[src/rtl/riscv_hazard_ctrl.sv]
// riscv_hazard_ctrl
//   Pipeline hazard controller for a five-stage RISC-V core. It generates stage
//   hold and clear controls for load-use hazards, taken branches, multi-cycle
//   multiply/divide operations, data-memory wait states and trap redirects.
//
//   Optional feature macro: RISCV_MDU_STALL_EN
//     defined   - the MDU stall state and its latency counter are active.
//     undefined - i_mdu_start is ignored, the MDU state is never entered and
//                 MDU_LATENCY has no effect.
//
// Parameters
//   MDU_LATENCY   cycles a multiply/divide occupies EX (2..15)
//   TRAP_BUBBLES  cycles IF is held after a trap redirect (1..3)
//
// Ports
//   i_clk          clock, rising edge
//   i_rstn         asynchronous active-low reset
//   i_ld_use_hzd   ID source register matches a load destination in EX
//   i_br_taken     EX resolved a taken branch/jump (pulse)
//   i_mdu_start    EX issues a multiply/divide (pulse)
//   i_dmem_req     MEM issues a data access
//   i_dmem_ack     data memory completes the access
//   i_trap         exception or interrupt taken (pulse)
//   o_hold_*       stage register hold (1 = keep contents)
//   o_clr_*        synchronous stage register clear to bubble
//   o_state        current state (RUN=0, MDU=1, DMEM=2, TRAP=3)
//
// state | meaning
// ------+----------------------------------------------------------------
// RUN   | normal flow; load-use, branch and DMEM-wait handled per cycle
// MDU   | multiply/divide in EX; front end and EX held, MEM fed bubbles
// DMEM  | waiting for data memory acknowledge; whole pipe held
// TRAP  | trap redirect; IF held, ID/EX/MEM flushed for TRAP_BUBBLES cycles

module riscv_hazard_ctrl #(
   parameter int unsigned MDU_LATENCY  = 4,
   parameter int unsigned TRAP_BUBBLES = 2
) (
   input  logic       i_clk,
   input  logic       i_rstn,
   input  logic       i_ld_use_hzd,
   input  logic       i_br_taken,
   input  logic       i_mdu_start,
   input  logic       i_dmem_req,
   input  logic       i_dmem_ack,
   input  logic       i_trap,
   output logic       o_hold_if,
   output logic       o_hold_id,
   output logic       o_hold_ex,
   output logic       o_hold_mem,
   output logic       o_clr_id,
   output logic       o_clr_ex,
   output logic       o_clr_mem,
   output logic [1:0] o_state
);

   localparam logic [1:0] ST_RUN  = 2'd0;
   localparam logic [1:0] ST_MDU  = 2'd1;
   localparam logic [1:0] ST_DMEM = 2'd2;
   localparam logic [1:0] ST_TRAP = 2'd3;

`ifdef RISCV_MDU_STALL_EN
   localparam logic MDU_EN = 1'b1;
`else
   localparam logic MDU_EN = 1'b0;
`endif

   // Counters hold "cycles left minus one" so the exit happens on terminal count 0.
   localparam logic [3:0] MDU_LOAD  = 4'(MDU_LATENCY - 1);
   localparam logic [3:0] TRAP_LOAD = 4'(TRAP_BUBBLES - 1);

   logic [1:0] state, state_nxt;
   logic [3:0] cnt, cnt_nxt;
   logic       dmem_wait;
   logic       mdu_go;

   assign dmem_wait = i_dmem_req & ~i_dmem_ack;
   assign mdu_go    = i_mdu_start & MDU_EN;

   always_comb begin
      state_nxt = state;
      cnt_nxt   = cnt;
      if (i_trap) begin
         state_nxt = ST_TRAP;
         cnt_nxt   = TRAP_LOAD;
      end else begin
         case (state)
            ST_RUN: begin
               if (dmem_wait) begin
                  state_nxt = ST_DMEM;
               end else if (mdu_go) begin
                  state_nxt = ST_MDU;
                  cnt_nxt   = MDU_LOAD;
               end
            end
            ST_MDU, ST_TRAP: begin
               if (cnt == 4'd0) state_nxt = ST_RUN;
               else             cnt_nxt   = cnt - 4'd1;
            end
            ST_DMEM: begin
               // A multiply/divide issue here is dropped; EX is held and re-issues.
               if (i_dmem_ack) state_nxt = ST_RUN;
            end
            default: state_nxt = ST_RUN;
         endcase
      end
   end

   always_ff @(posedge i_clk or negedge i_rstn) begin
      if (!i_rstn) begin
         state <= ST_RUN;
         cnt   <= 4'd0;
      end else begin
         state <= state_nxt;
         cnt   <= cnt_nxt;
      end
   end

   // In RUN the controls follow the current-cycle events in priority order:
   // trap > DMEM wait > taken branch > load-use. The reset term keeps every
   // control low while reset is asserted, whatever the inputs are doing.
   always_comb begin
      o_hold_if  = 1'b0;
      o_hold_id  = 1'b0;
      o_hold_ex  = 1'b0;
      o_hold_mem = 1'b0;
      o_clr_id   = 1'b0;
      o_clr_ex   = 1'b0;
      o_clr_mem  = 1'b0;
      if (i_rstn) begin
         case (state)
            ST_RUN: begin
               if (i_trap) begin
                  o_hold_if = 1'b1;
                  o_clr_id  = 1'b1;
                  o_clr_ex  = 1'b1;
                  o_clr_mem = 1'b1;
               end else if (dmem_wait) begin
                  o_hold_if  = 1'b1;
                  o_hold_id  = 1'b1;
                  o_hold_ex  = 1'b1;
                  o_hold_mem = 1'b1;
               end else if (i_br_taken) begin
                  o_clr_id = 1'b1;
                  o_clr_ex = 1'b1;
               end else if (i_ld_use_hzd) begin
                  o_hold_if = 1'b1;
                  o_hold_id = 1'b1;
                  o_clr_ex  = 1'b1;
               end
            end
            ST_MDU: begin
               o_hold_if = 1'b1;
               o_hold_id = 1'b1;
               o_hold_ex = 1'b1;
               o_clr_mem = 1'b1;
            end
            ST_DMEM: begin
               o_hold_if  = 1'b1;
               o_hold_id  = 1'b1;
               o_hold_ex  = 1'b1;
               o_hold_mem = 1'b1;
            end
            ST_TRAP: begin
               o_hold_if = 1'b1;
               o_clr_id  = 1'b1;
               o_clr_ex  = 1'b1;
               o_clr_mem = 1'b1;
            end
            default: ;
         endcase
      end
   end

   assign o_state = state;

endmodule
[config.mk]
export PLATFORM = sky130hd
export DESIGN_NAME = riscv_hazard_ctrl
export DESIGN_NICKNAME = d
export VERILOG_FILES = /design/src/rtl/riscv_hazard_ctrl.sv
export SDC_FILE = /design/constraint.sdc
export NUM_CORES = 1
export LEC_CHECK = 0
export BUFFER_PORTS_ARGS = -buffer_cell sky130_fd_sc_hd__buf_2
export CORE_AREA = 5 5 42 44
export CTS_CLUSTER_DIAMETER = 80
export DETAILED_ROUTE_END_ITERATION = 7
export DIE_AREA = 0 0 47 49
export PLACE_DENSITY = 0.69
export SYNTH_ARGS = -nofsm -noshare
export SYNTH_HDL_FRONTEND = slang
export SYNTH_SLANG_ARGS = --single-unit
[constraint.sdc]
create_clock -name i_clk -period 1.65 [get_ports i_clk]
set_clock_uncertainty 0.1 [all_clocks]
set_input_delay 0.33 -clock i_clk [delete_from_list [all_inputs] [get_ports i_clk]]
set_output_delay 0.33 -clock i_clk [all_outputs]
set_load 0.02 [all_outputs]
### Yosys cells after proc, flatten, opt, wreduce, memory -nomap -nowiden

Index checks and enable logic that the tools add are counted.

| storage, ports and cells | value |
|---|---|
| flip-flop bits (word level) | 6 |
| input bits | 8 |
| output and inout bits | 9 |
| word-level logic and storage cells | 56 |

| operators by class | value |
|---|---|
| add/sub/neg operators | 1 |
| eq/ne operators | 7 |
| muxes and demuxes | 36 |
| bitwise operators | 2 |
| reductions and logical operators | 8 |

Operator list:

| kind | number |
|---|---|
| $mux 1 | 21 |
| $pmux 1 s2 | 7 |
| $mux 4 | 3 |
| $mux 2 | 4 |
| $ne 3x3->1 const B | 2 |
| $pmux 2 s3 | 1 |
| $eq 2x2->1 const B | 2 |
| $logic_not 4->1 | 1 |
| $reduce_or 2->1 | 2 |
| $sub 4x1->4 const B | 1 |
| $ne 3x1->1 const B | 1 |
| $reduce_and 3->1 | 1 |
| $reduce_or 3->1 | 1 |
| $eq 2x1->1 const B | 1 |
| $logic_not 2->1 | 1 |
| $ne 2x2->1 const B | 1 |
| $reduce_and 2->1 | 1 |
| $reduce_bool 2->1 | 1 |
| $and 1x1->1 | 1 |
| $not 1->1 | 1 |

### Logic depth before layout (Yosys ltp)

| depth | value |
|---|---|
| depth after elaboration | 6 |
| gate-level depth with buffers | 5 |

### Worst setup path before layout

OpenSTA, ideal clock, no wires.

| path | value |
|---|---|
| path type | flip-flop to output port |
| start point | register state[0], in the netlist o_state[0] |
| end point | output port o_clr_mem |
| arrival time | 1.684 ns |
| data required time | 1.220 ns |
| path slack | -0.464 ns |
| stages on the path, launching flop included | 5 |
| path buffers | 0 |
| path through | dfrtp_1 > inv_1 > ha_1 > a21oi_1 > a211oi_1 |

| on the way | value |
|---|---|
| longest elaborated chain between the ends | 4 |

RTL lines:

| what | RTL line | text |
|---|---|---|
| start, declared | 72 | `logic [1:0] state, state_nxt;` |
| start signal, assigned | 114 | `state <= state_nxt;` |
| $eq 2x2->1 / $eq 2x1->1 (equally long branches) | 131 | `case (state)` |
| $reduce_or 2->1 | -- |  |
| $pmux 1 s2 * | 131 |  |
| $mux 1 * | 130 | `if (i_rstn) begin` |
| end, declared | 53 | `output logic o_clr_mem,` |

Every way passes the cells marked *; elsewhere a longest branch is shown, timed or not.

### Worst setup path in the final report

Ends and elaborated chain as after synthesis.

==> flow_summary.json <==
{
  "dieArea_um2": 2303,
  "switching_share_pct": 43.91,
  "pwr_density_cell_nw_per_um2": 1750,
  "clk_pin_slew_ns": 0.05,
  "ir_drop_v": 0.001047,
  "startpoint_type": "flip-flop",
  "cts_sinks": 6,
  "grt_use_total_pct": 16.44,
  "drv_cap": 0,
  "path_buf_inv": 3,
  "rsz0062_at_grt": "yes",
  "fin_nets": 125,
  "vias": 632,
  "arrival_ns": 1.49,
  "first_global_vias": 648,
  "finalPower_mw": 1.787,
  "syn_inst": 64,
  "cts_root_buf": "clkbuf_4",
  "gr-total-overflow": 0,
  "post-route-period-util_pct": 116.2,
  "hpwl_um": 1184,
  "clkPwrFrac_pct": 7.8,
  "violations": "negative setup slack",
  "die_h_um": 49,
  "yosys.cell_types.count": 24,
  "path_max_fanout": 4,
  "synth_top_area_share_pct": 28.30,
  "initial_utilization_pct": 37.86,
  "tightestPinTransition_ns": 0.4099,
  "stdcell_count": 124,
  "p_leak_nw": 0.4806,
  "maxSlewViolCount": 0,
  "slew_headroom_pct": 72.61,
  "yosys-top-cells-area": "dfrtp_1, ha_1, inv_1, nor2_1, a21oi_1",
  "synth_nets": 80,
  "antenna_found_initial": 0,
  "num_antenna_cells": 0,
  "yosys.area_share.simple_pct": 22.64,
  "yosys.area_share.adder_pct": 18.87,
  "area_growth_pct": 92.45,
  "seqPwrFrac_pct": 15.4,
  "synthMuxAreaShare_pct": 1.887,
  "dpl.cell_count": 115,
  "finalSetupViolations": 8,
  "io_pins": 17,
  "syn_area_um2": 530.5,
  "path_class": "reg2out",
  "antenna_left": 0,
  "holdCritPathClass": "in2reg",
  "gp_congestion": 0.8389,
  "routedWlPerCell_um": 12.98,
  "seq_area_frac_synth_pct": 28.30,
  "drt_pass1_iterations": 4,
  "layout_setup_ws_ns": -0.2676,
  "yosys_warnings": 0,
  "n_fill_cell": 108,
  "grt_pass1_wl_um": 2766,
  "critPathTopFamily": "flip-flops",
  "finalHoldViolations": 0,
  "ctsHtreeMaxLevel": 1,
  "synth_compound_area_share_pct": 20.52,
  "switchingPower_uw": 784.6,
  "route.detailed.drc": 0,
  "crit_slowest_cell": "dfrtp_2",
  "status": "complete, but fails checks",
  "clock.fmax_mhz": 521.5,
  "intPower_mw": 1.002,
  "clock_latency_ns": 0.24,
  "drt_iter0_drc": 13,
  "routed_wl_um": 1609,
  "numPortBuffers": 15,
  "cts_buffers": 3,
  "syn_avg_cell_area_um2": 8.289,
  "grt_start_max_net_pins": 7,
  "synthXorXnorAreaFrac_pct": 0,
  "cts_tree": "built",
  "synth_top_family_by_area": "simple AND/OR/NAND/NOR gates",
  "die_x_um": 47,
  "crit_required_ns": 1.22,
  "slowest_delay_ns": 0.41,
  "fp-row-count": 14,
  "power_frac_comb_pct": 76.8,
  "fin_crit_ns": 1.918,
  "core_um2": 1401,
  "drive_gt1_share_pct": 61.11,
  "vias_per_cell": 5.097,
  "cts_buffer_depth": 2,
  "end_kind": "output pin",
  "crit_chain": "inv_4 -> ha_4 -> buf_12 -> a21oi_4 -> a211oi_2 -> buf_2",
  "ys_ff_latch": 6,
  "yosysTopAreaCell": "dfrtp_1"
}
==> final cells by class <==
class                           instances  area, um2  area share (%)
Multi-Input combinational cell         47      457.9           44.85
Timing Repair Buffer                   40      320.3           31.37
Sequential cell                         6      152.6           14.95
Inverter                               11      43.79           4.289
Clock buffer                            4      26.28           2.574
Tap cell                               16      20.02           1.961
==> metrics by stage <==
step           utilization (%)  TNS [ns]  cell area [um2]  worst slack [ns]  hold slack [ns]
2_1_floorplan                -   -0.1679            613.1          -0.03980         -0.06559
3_3_place_gp             62.14   -0.3376            870.8           -0.1133           0.2011
3_5_place_dp             62.14   -0.3851            870.8           -0.1035           0.2020
4_1_cts                  71.34    -1.831            999.7           -0.2893           0.3641
5_1_grt                  72.86    -2.447             1021           -0.3594           0.3685
6_report                 72.86    -1.633             1021           -0.2676           0.3725
==> path summary, 6_finish.rpt <==
path,startpoint,end,slack (ns),depth (start not counted)
max reg2reg,cnt[0],o_state[1],-0.07,6
max,o_state[0],o_clr_mem,-0.27,6
min reg2reg,cnt[1],cnt[3],0.51,2
max in group asynchronous,i_rstn,o_state[0],0.84,3
min in group asynchronous,i_rstn,o_state[1],0.49,3
min,i_trap,o_state[1],0.37,3
==> sequential cells by signal, summed over array words and instances, names as in the netlist <==
register	cells
cnt	4
o_state	2
==> layer usage <==
layer / global-route usage (%) / vias up / share of wire (%)
li1: - / 313 / -
met1: 17.49 / 296 / 38
met2: 28.05 / 19 / 54
met3: 2.952 / 4 / 6.5
met4: 10.14 / 0 / 1.1
met5: 0 / - / 0
==> worst reg2reg max path, stage by stage, from the launching register on <==
cell and delay (ns):
dfrtp_1 0.39, inv_2 0.09, ha_4 0.13, or3b_4 0.37
a222oi_1 0.22, buf_4 0.18, mux2i_1 0.17
==> repair_timing <==
item,CTS,global route
endpoints found under the hold margin,6,0
setup buffers,3,1
pin swaps,5,4
setup endpoints to repair,9,9
hold buffers,1,0
resized for setup,17,3
==> synthesized netlist by cell type <==
library cell / number
a211o_1: 1
a211oi_1: 1
a21oi_1: 5
a222oi_1: 1
a41oi_1: 1
dfrtp_1: 6
ha_1: 8
inv_1: 11
mux2i_1: 1
nand2_1: 2
nand2b_1: 3
nand3_1: 3
nand4_1: 1
nor2_1: 7
nor3_1: 1
nor3b_1: 1
nor4bb_1: 1
o211ai_1: 3
o21a_1: 1
o21ai_0: 2
o41ai_1: 1
or2_2: 1
or3_1: 1
or3b_4: 1
==> placed cells by master, fill, tap and decap left out, types with 2 or more instances in the layout <==
cell and instances:
ha_4 2, ha_1 5, o211ai_1 3, clkbuf_4 3, buf_6 4, buf_4 24, inv_1 6, nor2_2 2
buf_12 2, nor2_1 5, a21oi_4 4, inv_2 4, nand3_1 3, nand2b_1 3, buf_2 9, dfrtp_1 4
dfrtp_2 2
==> power by group through the flow <==
stage | combinational [mW] | clock, mW | sequential, mW
floorplan | 0.641 | 0 | 0.318
global placement | 1.12 | 0 | 0.270
detailed placement | 1.15 | 0 | 0.273
CTS | 1.32 | 0.148 | 0.275
global route | 1.51 | 0.163 | 0.285
finish | 1.37 | 0.139 | 0.276
==> kinds of logic after synthesis <==
group / count (synthesis)
compound gates: 16
fa+ha+maj: 8
buf+inv: 11
flops: 6
mux: 1
simple gates: 22
(Power assumes the default switching activity.)
